**src/rtl/traffic_pkg.sv**
```systemverilog
// Shared constants for the traffic-light controller slice: interval codes,
// program-select codes, timer state encoding and LED patterns.
package traffic_pkg;

    localparam logic [1:0] IV_BASE   = 2'b00;
    localparam logic [1:0] IV_EXT    = 2'b01;
    localparam logic [1:0] IV_YEL    = 2'b10;
    localparam logic [1:0] IV_BASEX2 = 2'b11;

    localparam logic [1:0] SEL_BASE  = 2'b00;
    localparam logic [1:0] SEL_EXT   = 2'b01;
    localparam logic [1:0] SEL_YEL   = 2'b10;
    localparam logic [1:0] SEL_NONE  = 2'b11;

    localparam logic [1:0] ST_IDLE   = 2'b00;
    localparam logic [1:0] ST_RUN    = 2'b01;
    localparam logic [1:0] ST_DONE   = 2'b10;

    // {red, yellow, green}
    localparam logic [2:0] LED_RED   = 3'b100;
    localparam logic [2:0] LED_YEL   = 3'b010;
    localparam logic [2:0] LED_GRN   = 3'b001;
    localparam logic [2:0] LED_OFF   = 3'b000;

    // A programmed value of zero falls back to the register's default.
    function automatic logic [3:0] prog_value(input logic [3:0] value, input logic [3:0] def);
        return (value == 4'd0) ? def : value;
    endfunction

endpackage

```
**src/rtl/tick_prescaler.sv**
```systemverilog
// Divides clk by DIV; tick is high for one cycle every DIV cycles after clear.
module tick_prescaler #(
    parameter int DIV = 100_000_000
) (
    input  logic clk,
    input  logic Reset_n,
    input  logic clear,
    output logic tick
);

    localparam int W = (DIV > 1) ? $clog2(DIV) : 1;
    localparam logic [W-1:0] LAST = W'(DIV - 1);

    logic [W-1:0] cnt;

    always_ff @(posedge clk or negedge Reset_n) begin
        if (!Reset_n)
            cnt <= '0;
        else if (clear || cnt == LAST)
            cnt <= '0;
        else
            cnt <= cnt + 1'b1;
    end

    assign tick = (cnt == LAST);

endmodule

```
**src/rtl/interval_timer.sv**
```systemverilog
// Programmable seconds countdown answering the controller's timer request.
// Optional INTERVAL_TIMER_REMAINING_EN adds the `remaining` seconds output.
module interval_timer
    import traffic_pkg::*;
#(
    parameter int CLK_FREQ_HZ = 100_000_000,
    parameter int DEF_BASE    = 6,
    parameter int DEF_EXT     = 3,
    parameter int DEF_YEL     = 2
) (
    input  logic       clk,
    input  logic       Reset_n,
    input  logic       start_timer,
    input  logic [1:0] interval,
    input  logic       Prog_Sync,
    input  logic [1:0] Time_Param_Sel,
    input  logic [3:0] Time_Value,
    input  logic       Reset_Sync,
    output logic       expired
`ifdef INTERVAL_TIMER_REMAINING_EN
    ,
    output logic [4:0] remaining
`endif
);

    localparam logic [3:0] D_BASE = 4'(DEF_BASE);
    localparam logic [3:0] D_EXT  = 4'(DEF_EXT);
    localparam logic [3:0] D_YEL  = 4'(DEF_YEL);

    logic [1:0] state;
    logic [4:0] count;
    logic [3:0] base, ext, yel;
    logic [3:0] base_nxt, ext_nxt, yel_nxt;
    logic [4:0] load_val;
    logic       tick;

    // Post-write register values; a same-cycle start loads from these.
    always_comb begin
        base_nxt = base;
        ext_nxt  = ext;
        yel_nxt  = yel;
        if (Reset_Sync) begin
            base_nxt = D_BASE;
            ext_nxt  = D_EXT;
            yel_nxt  = D_YEL;
        end else if (Prog_Sync) begin
            case (Time_Param_Sel)
                SEL_BASE: base_nxt = prog_value(Time_Value, D_BASE);
                SEL_EXT:  ext_nxt  = prog_value(Time_Value, D_EXT);
                SEL_YEL:  yel_nxt  = prog_value(Time_Value, D_YEL);
                default:  ;
            endcase
        end
    end

    always_comb begin
        case (interval)
            IV_BASE: load_val = {1'b0, base_nxt};
            IV_EXT:  load_val = {1'b0, ext_nxt};
            IV_YEL:  load_val = {1'b0, yel_nxt};
            default: load_val = {base_nxt, 1'b0};
        endcase
    end

    always_ff @(posedge clk or negedge Reset_n) begin
        if (!Reset_n) begin
            base <= D_BASE;
            ext  <= D_EXT;
            yel  <= D_YEL;
        end else begin
            base <= base_nxt;
            ext  <= ext_nxt;
            yel  <= yel_nxt;
        end
    end

    tick_prescaler #(.DIV(CLK_FREQ_HZ)) u_prescaler (
        .clk     (clk),
        .Reset_n (Reset_n),
        .clear   (start_timer | Reset_Sync),
        .tick    (tick)
    );

    // The tick that takes the count from 1 to 0 enters DONE, which makes the
    // pulse land exactly N*CLK_FREQ_HZ edges after the load.
    always_ff @(posedge clk or negedge Reset_n) begin
        if (!Reset_n) begin
            state   <= ST_IDLE;
            count   <= '0;
            expired <= 1'b0;
        end else if (start_timer) begin
            state   <= ST_RUN;
            count   <= load_val;
            expired <= 1'b0;
        end else if (Reset_Sync) begin
            state   <= ST_IDLE;
            count   <= '0;
            expired <= 1'b0;
        end else begin
            case (state)
                ST_RUN: begin
                    expired <= 1'b0;
                    if (tick) begin
                        if (count <= 5'd1) begin
                            state   <= ST_DONE;
                            count   <= '0;
                            expired <= 1'b1;
                        end else begin
                            count <= count - 5'd1;
                        end
                    end
                end
                default: begin
                    state   <= ST_IDLE;
                    expired <= 1'b0;
                end
            endcase
        end
    end

`ifdef INTERVAL_TIMER_REMAINING_EN
    // count is held at zero outside RUN, so it doubles as the display value.
    assign remaining = count;
`endif

endmodule

```
**config.mk**
```make
export PLATFORM = sky130hd
export DESIGN_NAME = interval_timer
export DESIGN_NICKNAME = d
export VERILOG_FILES = /design/src/rtl/traffic_pkg.sv /design/src/rtl/tick_prescaler.sv /design/src/rtl/interval_timer.sv
export SDC_FILE = /design/constraint.sdc
export NUM_CORES = 1
export LEC_CHECK = 0
export BUFFER_PORTS_ARGS = -buffer_cell sky130_fd_sc_hd__clkbuf_2
export CELL_PAD_IN_SITES_DETAIL_PLACEMENT = 0
export CELL_PAD_IN_SITES_GLOBAL_PLACEMENT = 1
export CORE_MARGIN = 3
export CORE_UTILIZATION = 30
export DETAILED_ROUTE_END_ITERATION = 16
export PLACE_DENSITY = 0.54
export SETUP_SLACK_MARGIN = 0.3
export SYNTH_ARGS = -nofsm -noshare
export SYNTH_HDL_FRONTEND = slang
export SYNTH_SLANG_ARGS = --single-unit
```
**constraint.sdc**
```tcl
create_clock -name clk -period 4 [get_ports clk]
set_clock_uncertainty 0.1 [all_clocks]
set_input_delay 0.4 -clock clk [delete_from_list [all_inputs] [get_ports clk]]
set_output_delay 0.4 -clock clk [all_outputs]
set_load 0.005 [all_outputs]
```
==> impl_results.rst, run 1 <==
.. list-table::
   :header-rows: 1

   * - Metric
     - Value
   * - Result of the run
     - completed
   * - Startpoint type of the worst setup path
     - flip-flop
   * - Post-synthesis sequential area ratio
     - between 40% and 50%
   * - Number of iterations in the first detailed-routing pass
     - 4
   * - Die ar.
     - 0.00969 mm^2
   * - Die X
     - a little under 100 um
   * - Hold Worst Slack
     - between 0.08 and 0.09 ns
   * - Final Net Count
     - approximately 290
   * - Number of DRC violations after detailed routing
     - 0
   * - WP data arrival
     - approximately 2.2 ns
   * - Number of buffers inserted for hold repair after clock tree synthesis
     - 0
   * - Mean post-synth cell area
     - 9.79 um^2
   * - Total I/O pin count
     - 14
   * - Commonest non-fill, non-tap cell in the layout
     - nor2_1
   * - Final non-filler cell total
     - 379
   * - Type of destination of the critical path
     - flip-flop
   * - First-pass GRT wire length
     - about 10000 um
   * - RSZ-0062 raised after global routing
     - no
   * - Worst-case register-to-register setup slack
     - around 1.9 ns
   * - Antenna diodes
     - 0
   * - Slew Limit Headroom
     - between 50 and 60%
   * - Critical path required time
     - around 4.1 ns
   * - Worst r2r dst
     - u_prescaler.cnt[20]
   * - Initial core utilization
     - a little under a third
   * - Via count of the first global-routing pass
     - roughly 1900
   * - Ordered list of cells on the worst path
     - ha_1 -> nand3_1 -> nor4_2 -> nand3_1 -> nand2_2 -> nor2_1
   * - Final ANT Viol Nets
     - 0
   * - Setup total negative slack
     - 0 ns
   * - Number of placement rows
     - 33
   * - Root Buffer Master
     - clkbuf_8
   * - Number of placed cells counting well taps
     - around 370
   * - Worst IR Drop VDD
     - around 220 uV
   * - Post CTS Setup Buffer Count
     - 0
   * - Period utilization
     - a little over half
   * - Peak per-stage delay on the critical path
     - 0.46 ns
   * - Commonest non-fill, non-tap cells in the layout
     - nor2_1 (47), dfrtp_1 (42), xnor2_1 (15)
   * - CTS HTree Levels
     - 2
   * - Power per unit of standard cell area
     - 352 mW/mm^2
   * - Leftover overflow at the end of global routing
     - 0
   * - Number of endpoints failing setup at the final stage
     - 0
   * - Average wire per standard cell
     - about 15 um
   * - Count of cell types in the netlist
     - 52
   * - Maximum net fanout on the critical path
     - 26
   * - Number of endpoints with negative hold slack in the final report
     - 0
   * - CTS clock-pin slew for the worst setup and hold paths
     - 0.09 ns
   * - Number of vias per cell after detailed routing
     - slightly above 5
   * - Global placement routability congestion
     - approximately 0.71
   * - Primary FF master, synth
     - dfrtp_1
   * - Max Freq
     - 467 MHz
   * - Core ar.
     - between 0.008 and 0.009 mm^2
   * - Leakage Power
     - 1.17 nW
   * - HPWL after DPL
     - 3950 um
   * - Number of clock buffers inserted by TritonCTS
     - 5
   * - Tmin final
     - around 2.1 ns
   * - Post-synthesis register bit count
     - 47
   * - Number of gates resized after CTS
     - 0
   * - I/O Buffers
     - 13
   * - Sink count of the clock tree
     - 47
   * - Final total power
     - ~1 mW
   * - Worst Path Class, Setup
     - reg -> reg
   * - Floorplan die height
     - between 90 and 100 um
   * - FF-to-FF Start
     - u_prescaler.cnt[0]
   * - Clock tree from TritonCTS
     - yes
   * - Number of inserted filler cells in the final layout
     - approximately 850
   * - Tightest Hold Check Type
     - in -> async
   * - Synth-to-Final Area Change
     - 11.0%
   * - Iteration-0 DRC Markers
     - roughly 110
   * - Pin count of the biggest net entering global routing
     - between 40 and 50
   * - # Max-Cap Violations
     - 0
   * - Post-Syn Nets
     - roughly 280
   * - Share of flip-flops with an asynchronous set or reset
     - 100%
   * - Number of antenna violations at the first check in global routing
     - 0
   * - Number of instances in the synthesized netlist
     - about 260
   * - Post-synthesis instance area
     - ~0.0026 mm^2
   * - Share of cells above drive strength 1
     - roughly an eighth
   * - Final WL
     - approximately 5700 um
   * - Count of flip-flops with a built-in enable after synthesis
     - 0
   * - Via count of the routed design
     - about 1900
   * - Total routing resource utilization after global routing
     - 12.7%
   * - Slew at the pin closest to its max-slew limit
     - ~0.62 ns
   * - Final Max Tran Viols
     - 0
   * - Worst-path cell with the longest stage delay
     - nand2_2
   * - Worst reg-to-reg path cell count
     - 6
   * - Maximum count of clock buffers along a single path
     - 2
   * - Insertion delay to the later sink of the worst-skew pair
     - 0.30 ns
   * - Most common cell on crit path
     - nand3_1
   * - Total number of yosys warnings
     - 0
-- stage by stage --
stage          cell area [um^2]  utilization (%)  setup slack (ns)
5_1_grt                    2850             34.5              1.59
2_1_floorplan              2560                -              2.20
3_5_place_dp               2710             32.9              1.84
6_report                   2850             34.5              1.86
3_3_place_gp               2710             32.9              1.84
4_1_cts                    2850             34.5              1.79
-- flip-flops by register name, summed over array words and instances, names as in the netlist --
| name | cells |
|---|---|
| u_prescaler.cnt | 27 |
| count | 5 |
| ext | 4 |
| state | 2 |
| yel | 4 |
| base | 4 |
| expired | 1 |
-- logic make-up (layout without fill, tap and decap cells) --
kind of cell	after synthesis	after routing	share of synthesized area [%]
simple gates	135	135	29.8
xor+xnor	25	25	8.54
buf+inv	16	28	2.98
flops	47	47	46.1
fa+ha+maj	3	3	1.46
compound gates	27	27	7.57
mux	9	9	3.51
-- how the worst max path moves through the flow --
stage                          end               start  cells after the start  slack [ns]
2_1_floorplan             count[1]  u_prescaler.cnt[0]                      7        2.20
3_3_place_gp   u_prescaler.cnt[24]  u_prescaler.cnt[0]                      6        1.84
3_5_place_dp   u_prescaler.cnt[26]  u_prescaler.cnt[0]                      6        1.84
4_1_cts        u_prescaler.cnt[20]  u_prescaler.cnt[0]                      6        1.79
5_1_grt        u_prescaler.cnt[17]  u_prescaler.cnt[0]                      6        1.59
6_report       u_prescaler.cnt[20]  u_prescaler.cnt[0]                      6        1.86
-- power by group --
group	internal [mW]	leakage (nW)	switching (mW)
Combinational	0.0286	0.473	0.0575
Clock	0.250	0.0654	0.171
Sequential	0.486	0.629	0.00758
-- critical path, delay by kind of cell, from the launching register on --
family	cells	cell delay, ns
adders and majority gates	1	0.22
DFF	1	0.39
and+or+nand+nor	5	1.29
-- area by class of cell --
| cell class | count | area, um^2 | area share (%) |
|---|---|---|---|
| tap | 105 | 131 | 4.62 |
| clock inverter | 2 | 60.1 | 2.11 |
| multi-input combinational | 199 | 1310 | 45.8 |
| timing repair buffer | 14 | 72.6 | 2.55 |
| clock buffer | 6 | 72.6 | 2.55 |
| sequential | 47 | 1180 | 41.5 |
| inverter | 6 | 22.5 | 0.791 |
-- cells in the mapped netlist, drive strengths merged (2+ instances only) --
master   number  share of area [%]
nor4         11                3.9
xor2         10                3.4
and4          5                1.7
and3         10                2.4
nor3b         2               0.78
dfrtp        42                 41
and2          4               0.98
dfstp         5                5.1
clkbuf        2               0.29
o21ai         2               0.39
nand2        11                1.7
inv           6               0.88
o2111ai       2               0.68
mux2i         9                3.5
xnor2        15                5.1
a21oi         5               0.98
nand3b        3               0.88
nor3         12                2.3
nand4bb       2               0.88
nand4         7                2.3
nor2         47                6.9
o22ai         2               0.49
o21a          2               0.59
nand3        12                2.3
nand2b        4                1.2
o211ai        3               0.88
buf           8                1.8
ha            3                1.5
-- per-layer routing --
layer	vias up	global-route usage [%]	part of all wire, %
met3	5	2.41	2.5
li1	962	-	-
met4	0	3.47	1.2
met5	-	0	0
met1	928	19.8	54
met2	20	17.8	42
Note: power is estimated with default switching activity, not from simulation.
==> run 2: changes to the inputs <==
Settings changed: ABC_AREA from default to 1, PLACE_DENSITY 0.54 to 0.59.
Clock period 4 ns to 1.7 ns, I/O delays scaled along.
==> impl_results.rst, run 2 <==
.. list-table::
   :header-rows: 1

   * - Metric
     - Value
   * - Result of the run
     - completed
   * - Top post-synthesis cells by count
     - nand2_1 (94), nor2_1 (69), inv_1 (54)
   * - Final Net Count
     - about 470
   * - Number of endpoints with negative hold slack in the final report
     - 0
   * - Hold Worst Slack
     - around 0.065 ns
   * - Tightest Hold Check Type
     - in -> reg
   * - Global placement routability congestion
     - 0.837
   * - Ordered list of cells on the worst path
     - inv_2 -> nand2_1 -> nor2_1 -> nand2_1 -> nor2_1 -> nand2_1 -> nand2_4 -> nand2_4 -> nor2_2 -> a21oi_1
   * - Dominant delay contributor by cell family on the critical path
     - simple AND/OR/NAND/NOR gates
   * - Max Freq
     - ~630 MHz
   * - Number of antenna violations at the first check in global routing
     - 0
   * - Total I/O pin count
     - 14
   * - Total routing resource utilization after global routing
     - around 15%
   * - Final Max Tran Viols
     - 0
   * - Flop pwr share
     - 50.8%
   * - Maximum net fanout on the critical path
     - 6
   * - Mean post-synth cell area
     - 7.20 um^2
   * - Final total power
     - ~2.3 mW
   * - Initial core utilization
     - about a third
   * - Commonest non-fill, non-tap cell in the layout
     - nand2_1
   * - Largest registers
     - u_prescaler.cnt x27, count x5
   * - Gate power share
     - 13.2%
   * - Period utilization
     - roughly 94%
   * - Post-placement cell area
     - between 0.003 and 0.004 mm^2
   * - First-pass GRT wire length
     - about 12000 um
   * - Area share of the leading cell type in the synthesized netlist
     - 37.3%
   * - Number of clock buffers inserted by TritonCTS
     - 5
   * - Slew at the pin closest to its max-slew limit
     - about 0.35 ns
   * - Share of flip-flops with an asynchronous set or reset
     - 100%
   * - # Max-Cap Violations
     - 0
   * - Net switching power figure
     - between 0.6 and 0.7 mW
   * - Via count of the routed design
     - around 2600
   * - Startpoint type of the worst setup path
     - flip-flop
   * - CTS clock-pin slew for the worst setup and hold paths
     - 0.10 ns
   * - CTS HTree Levels
     - 2
   * - Die ar.
     - around 0.011 mm^2
   * - Leftover overflow at the end of global routing
     - 0
   * - Power Internal
     - between 1.5 and 2 mW
   * - Worst IR Drop VDD
     - roughly 310 uV
   * - Number of iterations in the first detailed-routing pass
     - 4
   * - Synth-to-Final Area Change
     - 33.0%
   * - Via count of the first global-routing pass
     - 2581
   * - Post-Syn Nets
     - just over 400
   * - Die X
     - around 100 um
   * - Number of inserted filler cells in the final layout
     - 943
   * - Number of DRC violations after detailed routing
     - 0
   * - Number of endpoints failing setup at the final stage
     - 0
   * - Critical path required time
     - around 1.8 ns
   * - Most common cell on crit path
     - nand2_1
   * - Total number of yosys warnings
     - 0
   * - RSZ-0062 raised after global routing
     - yes
   * - Post-synthesis register bit count
     - 47
   * - Power per unit of standard cell area
     - 626 mW/mm^2
   * - Clock tree from TritonCTS
     - yes
   * - Number of placement rows
     - 34
   * - Share of cells above drive strength 1
     - between 20 and 30%
   * - Final ANT Viol Nets
     - 0
   * - WP data arrival
     - around 1.7 ns
   * - Critical path buffer and inverter count
     - 1
   * - Floorplan die height
     - 103 um
   * - Post-Place Worst Slack
     - about 0.044 ns
   * - Number of instances in the synthesized netlist
     - between 300 and 400
   * - Pin count of the biggest net entering global routing
     - 48
   * - Leakage Power
     - 1.72 nW
   * - Final non-filler cell total
     - roughly 560
   * - Maximum count of clock buffers along a single path
     - 2
   * - Core ar.
     - 0.00893 mm^2
   * - Sink count of the clock tree
     - between 40 and 50
   * - Antenna diodes
     - 0
   * - Setup total negative slack
     - 0 ns
   * - Clock network power share
     - 36.0%
   * - Iteration-0 DRC Markers
     - 59
   * - Worst-path cell with the longest stage delay
     - dfrtp_1
   * - Primary FF master, synth
     - dfrtp_1
   * - Type of destination of the critical path
     - flip-flop
   * - I/O Buffers
     - 13
   * - Slew Limit Headroom
     - about 77%
   * - Root Buffer Master
     - clkbuf_8
   * - Minimum setup slack in the final design
     - 0.100 ns
   * - Number of placed cells counting well taps
     - 530
   * - Register with the highest flop count
     - u_prescaler.cnt
   * - Number of vias per cell after detailed routing
     - 4.63
   * - Post-synthesis sequential area ratio
     - roughly 42%
   * - Insertion delay to the later sink of the worst-skew pair
     - just over 0.3 ns
   * - Largest register FFs
     - 27
   * - Count of cell types in the netlist
     - 29
   * - Synth area leader
     - dfrtp_1
   * - Average wire per standard cell
     - roughly 13 um
   * - Count of flip-flops with a built-in enable after synthesis
     - 0
   * - Library cell with the highest instance count after synthesis
     - nand2_1
   * - Final standard cell utilization of the core
     - between 40% and 50%
   * - Largest cells by area after synthesis
     - dfrtp_1 (37%), nand2_1 (13%), nor2_1 (9.2%)
   * - HPWL after DPL
     - around 5600 um
   * - Peak per-stage delay on the critical path
     - 0.42 ns
   * - Tmin final
     - around 1.6 ns
   * - Switching part of the total
     - a little over a quarter
   * - Worst Path Class, Setup
     - reg -> reg
   * - Commonest non-fill, non-tap cells in the layout
     - nand2_1 (90), inv_1 (49), nor2_1 (47)
   * - Post-synthesis instance area
     - approximately 0.0028 mm^2
   * - Final WL
     - ~7400 um
   * - Final instance area
     - 0.00374 mm^2
==> run 2: changes by cell type after synthesis, sizes merged, moves of 9 or more <==
cell,delta
nor2,+27
nand2,+89
a21oi,+12
nor4,-9
inv,+49
nand3,+17
mux2i,-9
xnor2,-11
==> run 2: final cells by class <==
cell class | instances | area [um^2] | area share [%]
Clock buffer | 5 | 68.8 | 1.84
Multi-Input combinational cell | 285 | 1660 | 44.4
Sequential cell | 47 | 1180 | 31.7
Inverter | 56 | 210 | 5.61
Timing Repair Buffer | 54 | 440 | 11.8
Tap cell | 108 | 135 | 3.61
Clock inverter | 3 | 43.8 | 1.17
==> run 2: kinds of logic (layout without fill, tap and decap cells) <==
family	count (synthesis)	in the layout	synth area share, %
simple gates	239	239	38.1
flops	47	47	42.0
compound gates	26	26	4.94
buf+inv	59	118	8.36
fa+ha+maj	3	3	1.33
xor+xnor	17	17	5.29
==> run 2: path summary, 6_finish.rpt <==
check                                    from                  end  cells past startpoint  slack, ns
max                        u_prescaler.cnt[9]             count[1]                     10       0.10
min                               start_timer             count[0]                      3       0.06
max reg2reg                u_prescaler.cnt[9]             count[1]                     10       0.10
min reg2reg                            ext[0]               ext[0]                      2       0.45
max in group asynchronous             Reset_n               ext[0]                      3       0.92
min in group asynchronous             Reset_n  u_prescaler.cnt[22]                      3       0.29
==> run 2: metal layers <==
metal / vias to the layer above / GRT usage, % / wire length (um)
met5: - / 0 / 0
met4: 0 / 3.59 / 73
met3: 7 / 2.23 / 160
met2: 24 / 27.7 / 3970
met1: 1213 / 17.6 / 3200
li1: 1340 / - / -
==> run 2: worst register-to-register path: stages (launching register included) <==
cell	delay [ns]
dfrtp_1	0.42
inv_2	0.11
nand2_1	0.06
nor2_1	0.10
nand2_1	0.08
nor2_1	0.10
nand2_1	0.10
nand2_4	0.15
nand2_4	0.10
nor2_2	0.12
a21oi_1	0.07
==> run 2: timing repair <==
action,4_1_cts,5_1_grt
endpoints found under the setup margin,35,35
hold buffers,1,0
pin swaps,12,18
resized for setup,17,52
setup buffers,13,6
endpoints found under the hold margin,42,0
==> run 2: power by group through the flow <==
stage / clock network [mW] / registers, mW / logic, mW
5_1_grt: 0.919 / 1.20 / 0.353
3_5_place_dp: 0 / 1.21 / 0.289
2_1_floorplan: 0 / 1.21 / 0.179
4_1_cts: 0.888 / 1.19 / 0.299
6_report: 0.844 / 1.19 / 0.309
3_3_place_gp: 0 / 1.21 / 0.289
